==> src/rtl/stream_handshake_monitor.sv <==
// stream_handshake_monitor: passive valid/ready checker with per-channel counters, sticky errors and first-error capture.
// Stall timeout detection is built only when COMMON_CELLS_STREAM_MON_TIMEOUT_EN is defined.
module stream_handshake_monitor #(
  parameter int NumChannels = 4,
  parameter int DataWidth = 32,
  parameter int CntWidth = 16,
  parameter int TimeoutCycles = 256,
  localparam int ChanWidth = NumChannels > 1 ? $clog2(NumChannels) : 1
) (
  input  logic                            clk_i,
  input  logic                            rst_i,
  input  logic                            clear_i,
  input  logic [NumChannels-1:0]          valid_i,
  input  logic [NumChannels-1:0]          ready_i,
  input  logic [NumChannels*DataWidth-1:0] data_i,
  output logic [NumChannels*CntWidth-1:0] transfer_cnt_o,
  output logic [NumChannels*CntWidth-1:0] stall_cnt_o,
  output logic [NumChannels-1:0]          err_valid_drop_o,
  output logic [NumChannels-1:0]          err_data_change_o,
  output logic [NumChannels-1:0]          err_timeout_o,
  output logic                            err_any_o,
  output logic                            first_err_valid_o,
  output logic [ChanWidth-1:0]            first_err_chan_o,
  output logic [1:0]                      first_err_code_o
);
  if (NumChannels < 1 || NumChannels > 32 || TimeoutCycles < 1) begin : g_bad_param
    $error("stream_handshake_monitor: parameter out of range");
  end
  logic [NumChannels-1:0] xfer, stall, drop_ev, chg_ev, to_ev, prev_stall_q;
  logic [NumChannels-1:0] err_drop_q, err_chg_q, err_to_q;
  logic [DataWidth-1:0]   prev_data_q [NumChannels];
  logic [CntWidth-1:0]    xfer_cnt_q [NumChannels];
  logic [CntWidth-1:0]    stall_cnt_q [NumChannels];
  logic                   err_any_q, first_valid_q, ev_any;
  logic [ChanWidth-1:0]   first_chan_q, ev_chan;
  logic [1:0]             first_code_q, ev_code;
  assign xfer  = valid_i & ready_i;
  assign stall = valid_i & ~ready_i;
  always_comb begin
    drop_ev = '0;
    chg_ev  = '0;
    for (int i = 0; i < NumChannels; i++) begin
      drop_ev[i] = prev_stall_q[i] & ~valid_i[i];
      chg_ev[i]  = prev_stall_q[i] & valid_i[i] & (data_i[i*DataWidth +: DataWidth] != prev_data_q[i]);
    end
  end
`ifdef COMMON_CELLS_STREAM_MON_TIMEOUT_EN
  localparam int RunWidth = $clog2(TimeoutCycles + 1);
  localparam logic [RunWidth-1:0] RunMax = RunWidth'(TimeoutCycles);
  logic [RunWidth-1:0] run_q [NumChannels];
  // flag fires on the stall that brings the run length up to TimeoutCycles
  always_comb begin
    to_ev = '0;
    for (int i = 0; i < NumChannels; i++)
      to_ev[i] = stall[i] & (run_q[i] >= RunMax - RunWidth'(1));
  end
  always_ff @(posedge clk_i) begin
    for (int i = 0; i < NumChannels; i++)
      run_q[i] <= (rst_i || clear_i || !stall[i]) ? '0 :
                  (run_q[i] == RunMax) ? RunMax : run_q[i] + RunWidth'(1);
  end
`else
  assign to_ev = '0;
`endif
  // lowest channel wins, then lowest code; scanning downward lets the lowest index overwrite last
  always_comb begin
    ev_chan = '0;
    ev_code = '0;
    for (int i = NumChannels - 1; i >= 0; i--)
      if (drop_ev[i] | chg_ev[i] | to_ev[i]) begin
        ev_chan = ChanWidth'(i);
        ev_code = drop_ev[i] ? 2'd1 : chg_ev[i] ? 2'd2 : 2'd3;
      end
  end
  assign ev_any = |{drop_ev, chg_ev, to_ev};
  always_ff @(posedge clk_i) begin
    if (rst_i || clear_i) begin
      prev_stall_q  <= '0;
      err_drop_q    <= '0;
      err_chg_q     <= '0;
      err_to_q      <= '0;
      err_any_q     <= 1'b0;
      first_valid_q <= 1'b0;
      first_chan_q  <= '0;
      first_code_q  <= '0;
      for (int i = 0; i < NumChannels; i++) begin
        prev_data_q[i] <= '0;
        xfer_cnt_q[i]  <= '0;
        stall_cnt_q[i] <= '0;
      end
    end else begin
      prev_stall_q <= stall;
      err_drop_q   <= err_drop_q | drop_ev;
      err_chg_q    <= err_chg_q | chg_ev;
      err_to_q     <= err_to_q | to_ev;
      err_any_q    <= err_any_q | ev_any;
      if (!first_valid_q && ev_any) begin
        first_valid_q <= 1'b1;
        first_chan_q  <= ev_chan;
        first_code_q  <= ev_code;
      end
      for (int i = 0; i < NumChannels; i++) begin
        if (stall[i]) prev_data_q[i] <= data_i[i*DataWidth +: DataWidth];
        if (xfer[i] && xfer_cnt_q[i] != '1) xfer_cnt_q[i] <= xfer_cnt_q[i] + CntWidth'(1);
        if (stall[i] && stall_cnt_q[i] != '1) stall_cnt_q[i] <= stall_cnt_q[i] + CntWidth'(1);
      end
    end
  end
  for (genvar g = 0; g < NumChannels; g++) begin : g_pack
    assign transfer_cnt_o[g*CntWidth +: CntWidth] = xfer_cnt_q[g];
    assign stall_cnt_o[g*CntWidth +: CntWidth]    = stall_cnt_q[g];
  end
  assign err_valid_drop_o  = err_drop_q;
  assign err_data_change_o = err_chg_q;
  assign err_timeout_o     = err_to_q;
  assign err_any_o         = err_any_q;
  assign first_err_valid_o = first_valid_q;
  assign first_err_chan_o  = first_chan_q;
  assign first_err_code_o  = first_code_q;
endmodule
==> config.mk <==
export PLATFORM = sky130hd
export DESIGN_NAME = stream_handshake_monitor
export DESIGN_NICKNAME = d
export VERILOG_FILES = /design/src/rtl/stream_handshake_monitor.sv
export SDC_FILE = /design/constraint.sdc
export NUM_CORES = 1
export LEC_CHECK = 0
export BUFFER_PORTS_ARGS = -buffer_cell sky130_fd_sc_hd__buf_4
export CORE_AREA = 5 5 162 164
export CTS_CLUSTER_DIAMETER = 120
export DETAILED_ROUTE_END_ITERATION = 8
export DIE_AREA = 0 0 167 169
export GPL_ROUTABILITY_DRIVEN = 0
export PLACE_DENSITY = 0.8
export SLEW_MARGIN = 20
export SYNTH_ARGS = -nofsm -noshare
export SYNTH_HDL_FRONTEND = slang
export SYNTH_SLANG_ARGS = --single-unit
==> constraint.sdc <==
create_clock -name clk_i -period 3.5 [get_ports clk_i]
set_input_delay 0.175 -clock clk_i [delete_from_list [all_inputs] [get_ports clk_i]]
set_output_delay 0.175 -clock clk_i [all_outputs]
set_load 0.02 [all_outputs]
After elaboration in Yosys (flattened, before gate mapping)
Memory sizes are Yosys's and may differ from the RTL's. Index checks and enable logic that the tools add are counted.

Word-level logic and storage cells: 146. Input bits: 139. Register bits: 18. RAM bits: 256. Memories: 3.

Memories: prev_data_q (words 4, bits a word 32, rd ports 4, clocked after Yosys merged registers in 0, wr ports 4, line 31) `logic [DataWidth-1:0] prev_data_q [NumChannels];`; stall_cnt_q (words 4, bits a word 16, rd ports 4, clocked after Yosys merged registers in 0, wr ports 4, line 33) `logic [CntWidth-1:0] stall_cnt_q [NumChannels];`; xfer_cnt_q (words 4, bits a word 16, rd ports 4, clocked after Yosys merged registers in 0, wr ports 4, line 32) `logic [CntWidth-1:0] xfer_cnt_q [NumChannels];`.

Reductions and logical operators: 12. Bitwise operators: 38. Multiplexer cells: 66. Equal/unequal tests: 12. $add $sub $neg: 8.

Operator list (count): 16-bit by 1-bit adder with 16-bit output (second input constant) (8); 16-bit 2-to-1 mux (8); 32-bit 2-to-1 mux (4); 16-bit inequality test (second input constant) (8); 32-bit inequality test (4); 1-bit 2-to-1 mux (42); 2-bit 2-to-1 mux (12); 1-bit OR (17); 1-bit AND (12); 1-bit logical AND (9); 4-bit AND (2); 4-bit OR (2); 8-bit OR reduction (1); 1-bit NOT (4); 4-bit NOT (1); 1-bit logical NOT (1); 1-bit logical OR (1).

Logic depth before layout (Yosys ltp)
Gate-level depths: netlist of the first run. An unclocked memory read counts as a cell.

Depth after elaboration: 9. Gate-level depth with buffers: 8.

Worst setup path after synthesis of the first run
OpenSTA, ideal clock, no wires.

Path kind: register -> register. From: mem stall_cnt_q[0][0]. To: mem stall_cnt_q[0][0] (enable). Clock period less this slack: 3.065 ns. Library setup time: 0.411 ns. Slack: 0.435 ns. Arrival time: 2.654 ns. Path buffers: 1. Cell stages (with the launch flop): 7. Cell sequence: edfxtp_1 > ha_1 > and3_1 > and3_1 > clkbuf_1 > and3_1 > o21ai_0.

RTL lines (line): from (decl) (33).

==> results.cfg, run 1 <==
[synthesis]
postSynthAreaPerCell_sq_um = 11.8
seq_area_frac_synth_pct = 60.3
ys_seq_elements = 274
netlist-cell-type-count = 40
yosysWarnings = 0
synth_area_sq_um = 13400
share_of_the_synthesized_area_in_the_top_cell_type_pct = 57.6
synth.area.top_cells = sky130_fd_sc_hd__edfxtp_1, sky130_fd_sc_hd__xor2_1, sky130_fd_sc_hd__xnor2_1
main_synth_ff_type = sky130_fd_sc_hd__edfxtp_1
synth_top_area_cell = sky130_fd_sc_hd__edfxtp_1
synth-edff-count = 256
syn_inst = 1131
synthArstFlopShare_pct = 0

[clock_network]
tritoncts_clock_tree = built
post-cts-setup-buffer-count = 0
clock_latency_ns = 0.55
ctsResizeCount = 0
cts.htree.levels = 1
holdBufCountCts = 130
clock_buffer_count_from_cts = 31
clock-sinks = 274
maximum_count_of_clock_buffers_along_a_single_path = 3
path_clk_slew_ns = 0.06
clock_tree.root_cell = sky130_fd_sc_hd__clkbuf_16

[hold_path]
holdCritPathClass = in -> reg
min_delay_path_depth = 4

[detailed_routing]
drc = 0
final_antenna_net_count = 0
drt-initial-drc-count = 689
routed_via_density = 5.22
wl_microns = 34600
detail_route.wl_per_cell_microns = 18.1
firstDrtPassIters = 5
vias = 10000

[sta]
post_route_worst_setup_slack_ns = 1.06
finalClockSkew_ns = 0.0125
finalSetupTns_ns = 0
holdWs_ns = 0.0250
tightest_slew_ns = 0.739
report.final.hold_viol_count = 0
fin_crit_ns = 2.44
rsz0062_at_grt = false
final.period_utilization_pct = 69.8
finalSetupViolations = 0
slew-limit-headroom_pct = 50.6
report.final.slew_viol_count = 0
fmax_mhz = 409

[status]
status = complete, no violations

[layout]
fin_area_sq_um = 18100
final_common_cell = sky130_fd_sc_hd__buf_4
layout_nets = 1706
mostFrequentLayoutCells = sky130_fd_sc_hd__buf_4, sky130_fd_sc_hd__edfxtp_1, sky130_fd_sc_hd__nor2_1
final-seq-area_sq_um = 8050
fin_util_pct = 73.1
area_growth_syn_to_layout_pct = 35.5
non_filler_cells_final = 1915
filler_cell_count = 1631
multiInputGateArea_sq_um = 5120
layout-drive-gt1-share_pct = 21.7

[critical_path]
cp.buffers_inverters = 0
cp_cell_sequence = xor2_1 > nor4_1 > nand4_1 > o21ai_1 > nor2_1 > o41a_1 > o211a_1
cpPeakStageDelay_ns = 0.52
worst_setup_path_end_kind = flop
timing.critical_path.depth = 7
cp_top_family = compound AO/OA/AOI/OAI gates
critPathMaxFanout = 4
ff2ff_path_depth = 7
timing.critical_path.arrival_ns = 2.87
worst_reg2reg_setup_slack_ns = 1.06
critical_path_class = reg -> reg
timing.critical_path.required_ns = 3.93
cpMaxStageDelayCell = sky130_fd_sc_hd__o41a_1
startpoint_type = flop

[pwr]
pwr_density_cell_nw_per_um2 = 434
vdd_drop_max_uv = 397
cellLeakagePower_nw = 7.33
design_power_total_mw = 7.85

[grt]
antenna_found_initial = 1
grt_start_max_net_pins = 35
total_routing_usage_gr_pct = 23.7
global_route_wire_length_before_repair_microns = 54600
globalRouteOverflowTotal = 0
first_global_vias = 10400

[placed_design]
hpwl_microns = 22200
dp_worst_setup_slack_ns = 1.14
post-place-cells = 1726
port_buffer_cells = 280
placement.cell_area_sq_um = 15800

[floorplan]
start_util_pct = 54.0
num_io_pins = 285
dieHeight_microns = 169
dieWidth_microns = 167
floorplan.die_area_sq_um = 28200
placeableCoreArea_sq_um = 24700
core.rowCount = 58

[run]
timing.max_cap.violations = 0
[tightest hold or removal path: stages]
cell                      delay, ns
sky130_fd_sc_hd__buf_4         0.12
sky130_fd_sc_hd__nor2b_1       0.08
sky130_fd_sc_hd__nor2_1        0.09
sky130_fd_sc_hd__nor2_1        0.04
[area by class of cell]
class / count / area share, %
Antenna cell: 1 / 0.0138
Clock buffer: 45 / 4.74
Clock inverter: 13 / 0.477
Inverter: 19 / 0.394
Multi-Input combinational cell: 811 / 28.3
Sequential cell: 274 / 44.5
Tap cell: 330 / 2.28
Timing Repair Buffer: 422 / 19.3
[report_power, final]
group | internal (mW) | switching (mW) | total [mW]
logic | 0.460 | 0.451 | 0.911
registers | 3.77 | 0.146 | 3.91
clock network | 1.76 | 1.27 | 3.03
total | 5.99 | 1.86 | 7.85
[registers in the layout, summed over array words and instances, names as in the netlist]
name / cells
prev_data_q: 128
stall_cnt_q: 64
xfer_cnt_q: 64
err_data_change_o: 4
err_valid_drop_o: 4
prev_stall_q: 4
first_err_chan_o: 2
first_err_code_o: 2
err_any_o: 1
first_err_valid_o: 1
[metal layers]
metal	GRT usage (%)	up-vias	wire, microns
met3	5.16	78	2340
met4	8.08	0	1200
met5	0	-	0
met2	41.5	331	17300
li1	-	4761	-
met1	29.3	4834	13800
[worst paths after layout]
path                                            end           startpoint
worst min register to register  err_valid_drop_o[3]  err_valid_drop_o[3]
worst max register to register  first_err_code_o[1]   prev_data_q[0][26]
worst min-delay path            err_valid_drop_o[2]           valid_i[2]
worst max-delay path            first_err_code_o[1]   prev_data_q[0][26]
[Yosys cell counts (5+ instances only)]
| cell type | instances |
|---|---|
| sky130_fd_sc_hd__nand4_1 | 36 |
| sky130_fd_sc_hd__xnor2_1 | 110 |
| sky130_fd_sc_hd__inv_1 | 17 |
| sky130_fd_sc_hd__nor2b_1 | 6 |
| sky130_fd_sc_hd__dfxtp_1 | 18 |
| sky130_fd_sc_hd__nand2b_1 | 12 |
| sky130_fd_sc_hd__edfxtp_1 | 256 |
| sky130_fd_sc_hd__nor2_1 | 172 |
| sky130_fd_sc_hd__nor3_1 | 5 |
| sky130_fd_sc_hd__clkbuf_1 | 22 |
| sky130_fd_sc_hd__xor2_1 | 129 |
| sky130_fd_sc_hd__and3_1 | 34 |
| sky130_fd_sc_hd__nor4_1 | 18 |
| sky130_fd_sc_hd__nand2_1 | 60 |
| sky130_fd_sc_hd__and2_1 | 131 |
| sky130_fd_sc_hd__nand3_1 | 48 |
| sky130_fd_sc_hd__ha_1 | 8 |
[logic make-up (layout without fill, tap and decap cells)]
kind of cell	count (synthesis)	count (layout)	synth area share, %
simple gates	537	537	20.5
flops	274	274	60.3
xor+xnor	239	239	15.7
buf+inv	49	499	1.52
compound gates	21	21	1.12
fa+ha+maj	8	8	0.750
mux	2	2	0.150
other cells	1	5	0.0281
No activity file was read; power rests on OpenSTA's default activity.
==> inputs of run 2 (changes only) <==
CORE_AREA = 5 5 170 172   (was 5 5 162 164)
DIE_AREA = 0 0 175 177   (was 0 0 167 169)
PLACE_DENSITY = 0.76   (was 0.8)
clock period = 2.18 ns   (was 3.5 ns; I/O delays follow)
==> results.cfg, run 2 (synthesis gave the netlist of run 1 again) <==
[detailed_routing]
routed_via_density = 5.10
vias = 10100
wl_microns = 34800
drt-initial-drc-count = 683
detail_route.wl_per_cell_microns = 17.6
firstDrtPassIters = 5
drc = 0
final_antenna_net_count = 0

[sta]
post_route_worst_setup_slack_ns = -0.0873
finalSetupViolations = 5
final.period_utilization_pct = 104
tightest_slew_ns = 0.629
finalClockSkew_ns = 0.0111
fmax_mhz = 441
report.final.slew_viol_count = 0
rsz0062_at_grt = true
report.final.hold_viol_count = 0
fin_crit_ns = 2.27
holdWs_ns = 0.0532
slew-limit-headroom_pct = 57.9

[clock_network]
clock_latency_ns = 0.54
clock_buffer_count_from_cts = 30
path_clk_slew_ns = 0.06
clock-sinks = 274
maximum_count_of_clock_buffers_along_a_single_path = 3
tritoncts_clock_tree = built
clock_tree.root_cell = sky130_fd_sc_hd__clkbuf_16
cts.htree.levels = 1

[critical_path]
cp_cell_sequence = xnor2_1 > nand4_1 > nor4_4 > a21oi_2 > or2_1 > o41a_1 > o211a_1
cpPeakStageDelay_ns = 0.45
cpMaxStageDelayCell = sky130_fd_sc_hd__o41a_1
startpoint_type = flop
timing.critical_path.arrival_ns = 2.69
worst_setup_path_end_kind = flop
timing.critical_path.required_ns = 2.60
critical_path_class = reg -> reg
critPathMaxFanout = 4

[floorplan]
placeableCoreArea_sq_um = 27300
floorplan.die_area_sq_um = 31000
dieHeight_microns = 177
num_io_pins = 285
core.rowCount = 61
dieWidth_microns = 175
start_util_pct = 48.9

[pwr]
vdd_drop_max_uv = 459
design_power_total_mw = 12.6
pwr_density_cell_nw_per_um2 = 676
cellLeakagePower_nw = 7.60

[grt]
globalRouteOverflowTotal = 0
total_routing_usage_gr_pct = 21.7
first_global_vias = 10500
global_route_wire_length_before_repair_microns = 54600
grt_start_max_net_pins = 34
antenna_found_initial = 1

[layout]
most_flop_heavy_register = prev_data_q
largest_register_ff_count = 128
area_growth_syn_to_layout_pct = 39.9
largestRegisters = prev_data_q: 128 flops, stall_cnt_q: 64 flops, xfer_cnt_q: 64 flops
layout_nets = 1750
filler_cell_count = 1891
fin_area_sq_um = 18700
layout-drive-gt1-share_pct = 25.0
mostFrequentLayoutCells = sky130_fd_sc_hd__buf_4, sky130_fd_sc_hd__edfxtp_1, sky130_fd_sc_hd__nor2_1
fin_util_pct = 68.4
final_common_cell = sky130_fd_sc_hd__buf_4

[placed_design]
dp_worst_setup_slack_ns = -0.129
hpwl_microns = 22900
placement.cell_area_sq_um = 16300
port_buffer_cells = 280

[status]
violations = setup timing
status = finished with violations

[hold_path]
holdCritPathClass = in -> reg

[run]
timing.max_cap.violations = 0
-- run 2: changes by cell type in the layout (fill, tap and decap cells not counted), sizes merged --
| cell | previous run | this run |
|---|---|---|
| clkinvlp | 0 | 2 |
| dlygate4sd3 | 130 | 131 |
| buf | 292 | 336 |
| clkbuf | 45 | 39 |
| bufinv | 1 | 2 |
| inv | 20 | 19 |
-- run 2: cell type report --
| type | count | area [sq um] | area share, % |
|---|---|---|---|
| antenna | 1 | 2.50 | 0.0134 |
| clock buffer | 39 | 806 | 4.31 |
| clock inverter | 15 | 119 | 0.636 |
| inverter | 19 | 71.3 | 0.382 |
| multi-input combinational | 811 | 5280 | 28.3 |
| sequential | 274 | 8050 | 43.1 |
| tap | 346 | 433 | 2.32 |
| timing repair buffer | 467 | 3920 | 21.0 |
-- run 2: path summary, 6_finish.rpt --
kind         slack [ns]  cells past startpoint             endpoint                 from
min reg2reg        0.45                      2  err_valid_drop_o[3]  err_valid_drop_o[3]
min                0.05                      3  err_valid_drop_o[3]           valid_i[3]
max               -0.09                      7  first_err_code_o[1]   prev_data_q[2][19]
max reg2reg       -0.09                      7  first_err_code_o[1]   prev_data_q[2][19]
-- run 2: per-layer routing --
layer | vias to the layer above | global-route usage (%) | part of all wire, %
met5 | - | 0 | 0
met4 | 0 | 6.61 | 2.7
met3 | 67 | 4.34 | 6.4
met2 | 357 | 38.1 | 51
met1 | 4815 | 27.4 | 40
li1 | 4826 | - | -
-- run 2: through the flow --
step	TNS, ns	cells
floorplan	-5.38	1134
global placement	-0.459	1784
detailed placement	-0.413	1784
CTS	-0.203	1970
global route	-0.731	1972
finish	-0.156	1972
-- run 2: what timing repair did --
item | CTS | global route
resized for setup | 7 | 12
endpoints found under the hold margin | 131 | 0
pin swaps | 27 | 28
setup endpoints to repair | 5 | 19
buffers inserted | 1 | 1
hold buffers | 131 | 0
-- run 2: report_power, final --
| group | internal [mW] | switching, mW | leakage [nW] | total, mW |
|---|---|---|---|---|
| registers | 6.04 | 0.228 | 3.04 | 6.27 |
| clock network | 2.82 | 1.99 | 0.442 | 4.81 |
| logic | 0.798 | 0.753 | 4.12 | 1.55 |
| total | 9.66 | 2.97 | 7.60 | 12.6 |
-- run 2: worst max-delay path, delay by kind of cell, from the launching register on --
kind	cells	cell delay (ns)
XOR/XNOR	1	0.23
flip-flops	1	0.41
AO/OA/AOI/OAI	3	0.80
AND/OR/NAND/NOR	3	0.71
